File: src/rtl/hex_out_iface.sv
// Purpose: captures a 16-bit result plus Z/N/V and drives the active-low HEX displays; changed nibbles flash.
// Latency: a capture is visible on HEX right after the load edge, and the HEX outputs are combinational from registers.
// Backpressure: none, load is accepted every cycle. Optional LEADING_ZERO_BLANK_EN blanks leading zero digits.
module hex_out_iface #(
    parameter int HOLD_CYCLES = 25000000,
    parameter int BLINK_DIV   = 6250000
) (
    input  logic        clk,
    input  logic        reset,
    input  logic        load,
    input  logic [15:0] din,
    input  logic        Z,
    input  logic        N,
    input  logic        V,
    output logic [6:0]  HEX0,
    output logic [6:0]  HEX1,
    output logic [6:0]  HEX2,
    output logic [6:0]  HEX3,
    output logic [6:0]  HEX4,
    output logic [6:0]  HEX5,
    output logic        busy
);

    localparam int HOLD_W  = (HOLD_CYCLES > 1) ? $clog2(HOLD_CYCLES) : 1;
    localparam int BLINK_W = (BLINK_DIV > 1) ? $clog2(BLINK_DIV) : 1;
    localparam logic [HOLD_W-1:0]  HOLD_LAST  = HOLD_W'(HOLD_CYCLES - 1);
    localparam logic [BLINK_W-1:0] BLINK_LAST = BLINK_W'(BLINK_DIV - 1);

    typedef enum logic {IDLE, FLASH} state_t;

    state_t              state;
    logic [15:0]         shown;
    logic                z_q, n_q, v_q;
    logic [3:0]          mask;
    logic [HOLD_W-1:0]   hold;
    logic [BLINK_W-1:0]  blink;
    logic                phase_on;
    logic [3:0]          new_mask;
    logic [3:0]          lz_blank;
    logic [6:0]          hex_d [4];

    function automatic logic [6:0] seg7(input logic [3:0] v);
        logic [6:0] s;
        case (v)
            4'h0: s = 7'b1000000;
            4'h1: s = 7'b1111001;
            4'h2: s = 7'b0100100;
            4'h3: s = 7'b0110000;
            4'h4: s = 7'b0011001;
            4'h5: s = 7'b0010010;
            4'h6: s = 7'b0000010;
            4'h7: s = 7'b1111000;
            4'h8: s = 7'b0000000;
            4'h9: s = 7'b0011000;
            4'hA: s = 7'b0001000;
            4'hB: s = 7'b0000011;
            4'hC: s = 7'b1000110;
            4'hD: s = 7'b0100001;
            4'hE: s = 7'b0000110;
            default: s = 7'b0001110;
        endcase
        return s;
    endfunction

    // Nibbles that differ between the displayed value and the incoming word.
    always_comb begin
        new_mask = '0;
        for (int i = 0; i < 4; i++) begin
            new_mask[i] = (shown[4*i +: 4] != din[4*i +: 4]);
        end
    end

    // Capture register, flash-window state machine and blink timing.
    always_ff @(posedge clk or posedge reset) begin
        if (reset) begin
            state    <= IDLE;
            shown    <= '0;
            z_q      <= 1'b0;
            n_q      <= 1'b0;
            v_q      <= 1'b0;
            mask     <= '0;
            hold     <= '0;
            blink    <= '0;
            phase_on <= 1'b1;
        end else if (load) begin
            shown <= din;
            z_q   <= Z;
            n_q   <= N;
            v_q   <= V;
            if (state == IDLE) begin
                // An unchanged value needs no flash window.
                if (|new_mask) begin
                    mask     <= new_mask;
                    state    <= FLASH;
                    hold     <= HOLD_LAST;
                    blink    <= '0;
                    phase_on <= 1'b1;
                end
            end else begin
                // Any load during a flash restarts the window and accumulates changed digits.
                mask     <= mask | new_mask;
                hold     <= HOLD_LAST;
                blink    <= '0;
                phase_on <= 1'b1;
            end
        end else if (state == FLASH) begin
            if (hold == '0) begin
                state    <= IDLE;
                mask     <= '0;
                phase_on <= 1'b1;
                blink    <= '0;
            end else begin
                hold <= hold - 1'b1;
                if (blink == BLINK_LAST) begin
                    blink    <= '0;
                    phase_on <= ~phase_on;
                end else begin
                    blink <= blink + 1'b1;
                end
            end
        end
    end

    // Leading-zero suppression for the upper three digits; HEX0 always shows.
    always_comb begin
        lz_blank = '0;
`ifdef LEADING_ZERO_BLANK_EN
        lz_blank[3] = (shown[15:12] == 4'h0);
        lz_blank[2] = lz_blank[3] && (shown[11:8] == 4'h0);
        lz_blank[1] = lz_blank[2] && (shown[7:4] == 4'h0);
`endif
    end

    // Digit drive: blanked digits stay dark, flashing digits go dark in the off phase.
    always_comb begin
        for (int i = 0; i < 4; i++) begin
            hex_d[i] = seg7(shown[4*i +: 4]);
            if (lz_blank[i] || ((state == FLASH) && mask[i] && !phase_on)) begin
                hex_d[i] = 7'b1111111;
            end
        end
    end

    assign HEX0 = hex_d[0];
    assign HEX1 = hex_d[1];
    assign HEX2 = hex_d[2];
    assign HEX3 = hex_d[3];
    assign HEX4 = 7'b1111111;
    assign HEX5 = {~n_q, 2'b11, ~v_q, 2'b11, ~z_q};
    assign busy = (state == FLASH);

endmodule

File: config.mk
export PLATFORM = sky130hd
export DESIGN_NAME = hex_out_iface
export DESIGN_NICKNAME = d
export VERILOG_FILES = /design/src/rtl/hex_out_iface.sv
export SDC_FILE = /design/constraint.sdc
export NUM_CORES = 1
export LEC_CHECK = 0
export BUFFER_PORTS_ARGS = -buffer_cell sky130_fd_sc_hd__buf_2
export CELL_PAD_IN_SITES_DETAIL_PLACEMENT = 2
export CELL_PAD_IN_SITES_GLOBAL_PLACEMENT = 2
export CORE_MARGIN = 2
export CORE_UTILIZATION = 36
export CTS_CLUSTER_DIAMETER = 150
export DETAILED_ROUTE_END_ITERATION = 8
export PLACE_DENSITY = 0.84
export SYNTH_ARGS = -nofsm -noshare
export SYNTH_HDL_FRONTEND = slang
export SYNTH_SLANG_ARGS = --single-unit
File: constraint.sdc
create_clock -name clk -period 2.6 [get_ports clk]
set_clock_uncertainty 0.05 [all_clocks]
set_input_delay 0.39 -clock clk [delete_from_list [all_inputs] [get_ports clk]]
set_output_delay 0.39 -clock clk [all_outputs]
set_load 0.05 [all_outputs]
# After elaboration in Yosys (flattened, before gate mapping)
# Memory sizes are Yosys's and may differ from the RTL's.
# Index checks and enable logic that the tools add are counted.
dict set report op_classes {
  n_addsub 2
  eq_ne 6
  muxes 31
  bitwise_logic 5
  reduce_logical 19
}
# op count
set ops {}
lappend ops {{2-to-1 mux 23 bit} 6}
lappend ops {{2-to-1 mux 25 bit} 5}
lappend ops {{2-to-1 mux 7 bit} 4}
lappend ops {{logical NOT 25 bit} 1}
lappend ops {{subtractor 25 x 1 -> 25 bit (second input constant)} 1}
lappend ops {{adder 23 x 1 -> 23 bit (second input constant)} 1}
lappend ops {{== test 23 bit (second input constant)} 1}
lappend ops {{2-to-1 mux 4 bit} 5}
lappend ops {{inequality test 4 bit} 4}
lappend ops {{2-to-1 mux 1 bit} 11}
lappend ops {{AND reduction 3 bit} 3}
lappend ops {{logical AND 1 bit} 8}
lappend ops {{nonzero test 2 bit} 3}
lappend ops {{inverter 1 bit} 4}
lappend ops {{bitwise OR 4 bit} 1}
lappend ops {{OR reduction 4 bit} 1}
lappend ops {{nonzero test 3 bit} 1}
lappend ops {{inequality test 2 bit (second input constant)} 1}
lappend ops {{AND reduction 2 bit} 1}
lappend ops {{logical NOT 1 bit} 1}
dict set report word_totals {
  reg_bits 73
  romBits 448
  input_bits 22
  word_cells 76
  n_memories 4
}
# name depth width read_ports rd_ports_with_merged_regs wr line
set mem_list {}
lappend mem_list {{(name not given)} 16 7 1 0 0 44} ;# case (v)
lappend mem_list {{(name not given)} 16 7 1 0 0 44}
lappend mem_list {{(name not given)} 16 7 1 0 0 44}
lappend mem_list {{(name not given)} 16 7 1 0 0 44}

# Logic depth before layout (Yosys ltp)
# Gate-level depths: netlist (run 1).
dict set report logic_depth {
  depth_word 5
  depth_mapped 10
  mapped_depth_nobuf 8
}

# Worst setup path after synthesis (run 1)
# OpenSTA, ideal clock, no wires.
dict set report synth_timing {
  path_type {register to output}
  startpoint {reg shown[4]}
  endpoint {out HEX1[3]}
  arrival_ns 2.656
  path_slack_ns -0.496
  path_stages_with_launch 5
  path_buffers 0
  cell_sequence {dfrtp_1 > inv_1 > ha_1 > nor2b_1 > o311ai_0}
}
dict set report synth_via {
  elab_chain_cells 2
}
# element line
set synth_rtl {}
lappend synth_rtl {{start: declaration} 32} ;# logic [15:0] shown;
lappend synth_rtl {{start signal: assignment} 86} ;# shown <= din;
lappend synth_rtl {{memory (16 x 7 bit)} n/a}
lappend synth_rtl {{2-to-1 mux 7 bit} 138} ;# if (lz_blank[i] || ((state == FLASH) && mask[i] && !phase_on)) begin
lappend synth_rtl {{end: declaration} 16} ;# output logic [6:0] HEX1,
# Every way passes these cells.

# Final worst setup path (run 1)
dict set report layout_timing {
  startpoint {reg shown[1]}
  endpoint {out HEX0[3]}
}
dict set report layout_via {
  elab_chain_cells 2
}
# element line
set layout_rtl {}
lappend layout_rtl {{memory (16 x 7 bit)} n/a}
lappend layout_rtl {{2-to-1 mux 7 bit} 138}
lappend layout_rtl {{end: declaration} 15} ;# output logic [6:0] HEX0,
# Every way passes these cells.

==> results of run 1 <==
[sequential cells by signal, indices dropped and copies added, names as in the netlist]
| name | count |
|---|---|
| hold | 25 |
| blink | 23 |
| shown | 16 |
| mask | 4 |
| busy | 1 |
| n_q | 1 |
| phase_on | 1 |
| v_q | 1 |
| z_q | 1 |
[cells in the final DEF (no fill, tap or decap), drive strengths merged, types with 10 or more instances in the layout]
master | Yosys | layout
o311ai | 10 | 10
nor3 | 12 | 12
ha | 23 | 23
o211ai | 22 | 22
or3 | 12 | 12
o21ai | 45 | 45
nor4 | 17 | 17
nand2 | 65 | 65
conb | 1 | 11
buf | 21 | 77
inv | 20 | 20
nor2b | 13 | 13
xor2 | 25 | 25
dfrtp | 72 | 72
nor2 | 42 | 42
nand3 | 20 | 20
xnor2 | 22 | 22
a21oi | 26 | 26
clkbuf | 20 | 13
[kinds of logic after synthesis]
kind of cell | Yosys count | share of synthesized area
flops | 73 | 0.3728
fa+ha+maj | 23 | 0.05869
compound gates | 121 | 0.1587
other cells | 1 | 0.0007648
xor+xnor | 47 | 0.08395
buf+inv | 61 | 0.05920
simple gates | 229 | 0.2480
mux | 8 | 0.01786
[where the power goes]
group	total (mW)	internal (mW)	leakage, nW	switching [mW]
clock	1.11	0.660	0.126	0.453
combinational	0.838	0.231	1.39	0.606
sequential	1.22	1.17	0.863	0.0454
[metal layers]
metal,vias up,GRT usage
met5,-,0
met2,68,0.3934
li1,2082,-
met1,2243,0.2554
met4,0,0.05305
met3,18,0.02689
[through the flow]
step | utilization | power [mW] | worst slack [ns] | std cells
2_1_floorplan | - | 1.859 | 0.09116 | 573
3_3_place_gp | 0.4066 | 2.029 | 0.1941 | 785
3_5_place_dp | 0.4066 | 2.069 | 0.07686 | 785
4_1_cts | 0.4261 | 3.198 | 0.005890 | 799
5_1_grt | 0.4282 | 3.314 | 0.02639 | 799
6_report | 0.4282 | 3.171 | 0.1171 | 799
[worst max-delay path by stage]
| stage | from | to | slack (ns) | cells past startpoint |
|---|---|---|---|---|
| finish | shown[1] | HEX0[3] | 0.12 | 6 |
| global route | shown[4] | HEX1[3] | 0.03 | 6 |
| CTS | shown[4] | HEX1[3] | 0.006 | 6 |
| detailed placement | hold[21] | blink[5] | 0.08 | 6 |
| global placement | hold[19] | blink[5] | 0.19 | 6 |
| floorplan | shown[7] | HEX1[0] | 0.09 | 4 |
[repair_timing]
| item | CTS | global route |
|---|---|---|
| buffers inserted | 0 | 0 |
| pin swaps | 0 | 1 |
| gates resized for setup | 2 | 11 |
| endpoints found under the setup margin | 2 | 33 |
[critical path, cell delays in order, from the launching register on]
cell	delay, ns
dfrtp_2	0.45
inv_1	0.15
ha_1	0.26
nor2b_1	0.15
or3_1	0.36
o311ai_1	0.09
buf_4	0.25
[final cells by class]
class / count / area share
multi-input combinational: 439 / 0.4998
clock buffer: 13 / 0.04396
clock inverter: 1 / 0.0008791
sequential: 73 / 0.3222
inverter: 20 / 0.01319
timing repair buffer: 77 / 0.08132
tap: 176 / 0.03868
==> flow_summary.toml, run 1 <==
[run_status]
outcome = "complete, no violations"

[floorplan]
coreArea_um2 = 13300
die-area_um2 = 14570
rows = 42
die_y_um = 120.7
die_w_um = 120.7
io_pins = 65
start_util = 0.3688

[cts]
cts_buffers = 9
cts.hold.buffers_added = 0
clock_sinks = 73
cts_tree = "yes"
h-tree-depth = 3
clock_latency_ns = 0.34
clk_pin_slew_ns = 0.06
clockBufferDepth = 2
cts_root_buf = "clkbuf_16"

[layout]
finalInstanceArea_um2 = 5693
regArea_um2 = 1834
diodes = 0
multi_input_area_um2 = 2845
area_growth_pct = 16.10
drive_above_1_share = 0.1942
n_fill_cell = 1466
num-nets-final = 665

[yosys]
synth.top_cell.area_share = 0.3674
seq_area_frac_synth = 0.3728
yosysTopAreaCell = "dfrtp_1"
synth_most_common_cell = "dfrtp_1"
syn_avg_cell_area_um2 = 8.710
synth_common_cells = "dfrtp_1, nand2_1, nor2_1"
synth_flop_cell = "dfrtp_1"
synth_edf_count = 0
netlist_instances = 563
synth_area_leaders = "dfrtp_1, ha_1, nand2_1"
synth_cell_types = 63
async_flop_share = 1.000
synth-seq-cells = 73
syn_area_um2 = 4903
yosysWarningCount = 0

[critical_path]
arrival_ns = 2.04
critical_path.startpoint_type = "register"
cp_max_fo = 6
criticalPathCategory = "reg2out"
rr_worst_depth = 5
r2r_slack_ns = 0.14
crit_required_ns = 2.16
endpoint_kind = "primary output"
reg2reg_to = "hold[12]"
r2r_start = "hold[2]"

[timing]
tightest_slew_ns = 0.6343
fin_crit_ns = 2.483
drv_slew = 0
finalHoldViolCount = 0
fin_hold_ws_ns = 0.03955
rsz0062_at_grt = "no"
fin_crit_sh = 0.9550
fin_tns_setup_ns = 0
relSlewSlack = 0.5756
setup_viol = 0
fmax_ghz = 0.4028

[placed_design]
dpl_cell_area_um2 = 5405
gp_congestion = 0.8348
dp_hpwl_um = 10600
portBuffers = 53

[drt]
via_count = 4411
antenna_left = 0
firstDrtPassIters = 4
drtIter0Drc = 191
wirelength_um = 14740
routed.top_layer = "met4"
met3_length_um = 355
wl_per_cell_um = 18.45
wl_met1_um = 6290
drc_errors = 0
vias_per_cell = 5.521
met2_wirelength_um = 7902

[grt]
grt_pass1_vias = 4905
grt.overflow.total = 0
grt_first_pass_wirelength_um = 24960
grt_max_degree = 51
track_usage = 0.2111
antenna_found_initial = 0

[run]
maxCapViolCount = 0

[power]
p_leak_nw = 2.378
peakVddDrop_v = 0.0002499
power.density_nw_per_um2 = 557.0

[hold_path]
hold_class = "in2async"
Power figures use the tool's default switching activity.
==> run 2, diff against run 1 <==
--- a/config.mk
+++ b/config.mk
@@ -5,11 +5,12 @@
 export SDC_FILE = /design/constraint.sdc
 export NUM_CORES = 1
 export LEC_CHECK = 0
+export ABC_AREA = 1
 export BUFFER_PORTS_ARGS = -buffer_cell sky130_fd_sc_hd__buf_2
 export CELL_PAD_IN_SITES_DETAIL_PLACEMENT = 2
 export CELL_PAD_IN_SITES_GLOBAL_PLACEMENT = 2
 export CORE_MARGIN = 2
-export CORE_UTILIZATION = 36
+export CORE_UTILIZATION = 33
 export CTS_CLUSTER_DIAMETER = 150
 export DETAILED_ROUTE_END_ITERATION = 8
 export PLACE_DENSITY = 0.84
==> flow_summary.toml, run 2 <==
[yosys]
async_flop_share = 1.000
netlist_instances = 886
yosysTopAreaCell = "dfrtp_1"
synth_flop_cell = "dfrtp_1"
syn_area_um2 = 5913
yosysWarningCount = 0
synth_common_cells = "nand2_1, nor2_1, inv_1"
synth_cell_types = 42
syn_avg_cell_area_um2 = 6.674
synth.top_cell.area_share = 0.3047
seq_area_frac_synth = 0.3091
synth_most_common_cell = "nand2_1"
synth_edf_count = 0
synth_area_leaders = "dfrtp_1, nand2_1, nor2_1"
synth-seq-cells = 73

[grt]
grt.overflow.total = 0
grt_pass1_vias = 6654
track_usage = 0.2329
grt_max_degree = 36
grt_first_pass_wirelength_um = 34730
antenna_found_initial = 0

[timing]
finalHoldViolCount = 0
setup_viol = 0
rsz0062_at_grt = "no"
fmax_ghz = 0.4010
fin_tns_setup_ns = 0
relSlewSlack = 0.5836
fin_crit_sh = 0.9591
tightest_slew_ns = 0.6229
drv_slew = 0
fin_crit_ns = 2.494

[drt]
via_count = 6125
wl_per_cell_um = 18.40
antenna_left = 0
vias_per_cell = 5.280
drtIter0Drc = 228
firstDrtPassIters = 4
drc_errors = 0
wirelength_um = 21340

[critical_path]
path_buf_inv = 3
crit_required_ns = 2.16
critical_path.startpoint_type = "register"
cp_common_cell = "inv_1"
critPathTopFamily = "flip-flops"
critical_path.cell_chain = "inv_1, nand3_1, inv_1, a31oi_1, o221ai_1, buf_2"
cp_max_fo = 6
arrival_ns = 2.05
endpoint_kind = "primary output"
max_stage_delay_ns = 0.62
criticalPathCategory = "reg2out"
slowest_stage = "dfstp_2"

[layout]
fin_util = 0.3792
largest_register_ffs = 25
top_register = "hold"
mostFrequentLayoutCell = "nand2_1"
num-nets-final = 975
diodes = 0
area_growth_pct = 11.70
finalInstanceArea_um2 = 6605
layout_common_cells = "nand2_1, nor2_1, inv_1"
top_regs = "hold x25, blink x23, shown x16"
drive_above_1_share = 0.1551
fin_cells = 1160

[cts]
cts_resized = 0
clk_pin_slew_ns = 0.08
h-tree-depth = 3
cts_root_buf = "clkbuf_16"
cts_tree = "yes"
clock_sinks = 73
clock_latency_ns = 0.37
cts.hold.buffers_added = 0
clockBufferDepth = 2
cts_setup_buffers = 0
cts_buffers = 9

[placed_design]
dp_hpwl_um = 14560
gp_congestion = 0.8489
dpl_cell_area_um2 = 6302
portBuffers = 53
post-place-cells = 1144

[hold_path]
hold_class = "in2async"

[floorplan]
coreArea_um2 = 17420
io_pins = 65
die_w_um = 137.9
rows = 48
die_y_um = 137.9
start_util = 0.3395
die-area_um2 = 19010

[run_status]
outcome = "complete, no violations"

[power]
p_leak_nw = 3.208
peakVddDrop_v = 0.0002912
power.density_nw_per_um2 = 525.7

[run]
maxCapViolCount = 0
## run 2: power breakdown
part	switching, mW	internal, mW
sequential	0.0718	1.18
clock	0.596	0.745
combinational	0.678	0.204
total	1.35	2.13
## run 2: per-layer routing
layer,global-route usage,wire length [um],up-vias
met5,0,0,-
met3,0.03655,669,43
met2,0.4227,10910,117
met4,0.06916,478,0
met1,0.2825,9283,3060
li1,-,-,2905
## run 2: final timing paths
path	slack (ns)	start	depth (start not counted)	end
setup / recovery	0.11	phase_on	6	HEX3[5]
hold / removal	0.02	reset	2	blink[7]
setup reg to reg	0.23	shown[15]	11	blink[1]
hold reg to reg	0.47	hold[22]	2	hold[22]
max in group asynchronous	1.86	reset	3	blink[17]
min in group clk	0.22	V	3	v_q
## run 2: worst register-to-register path: cells and delay by family, from the launching register on
| kind | cells | cell delay, ns |
|---|---|---|
| DFF | 1 | 0.60 |
| and+or+nand+nor | 10 | 1.34 |
| buffers and inverters | 1 | 0.25 |
## run 2: area by class of cell
cell class / count / area, um^2
fillers: 2158 / 10810
multi-input cells: 685 / 3472
flip-flops and latches: 73 / 1828
repair buffers: 64 / 362.8
well taps: 225 / 281.5
clock buffers: 9 / 225.2
inverters: 97 / 365.4
clock inverters: 7 / 70.07
## run 2: logic make-up (layout without fill, tap and decap cells)
group | after synthesis | after routing | share of synthesized area
simple gates | 537 | 537 | 0.3984
flops | 73 | 73 | 0.3091
compound gates | 95 | 95 | 0.1041
buf+inv | 138 | 177 | 0.1109
fa+ha+maj | 23 | 23 | 0.04867
other cells | 1 | 11 | 0.0006342
xor+xnor | 19 | 19 | 0.02814
## run 2: per-stage QoR
stage	total power, mW	setup WS [ns]	hold WS (ns)
after floorplan	1.916	0.06824	0.4030
after global placement	2.096	0.4530	0.4065
after detailed placement	2.128	0.3296	0.4268
after CTS	3.497	0.1077	0.04257
after global routing	3.618	0.004062	0.07660
final	3.472	0.1065	0.02055
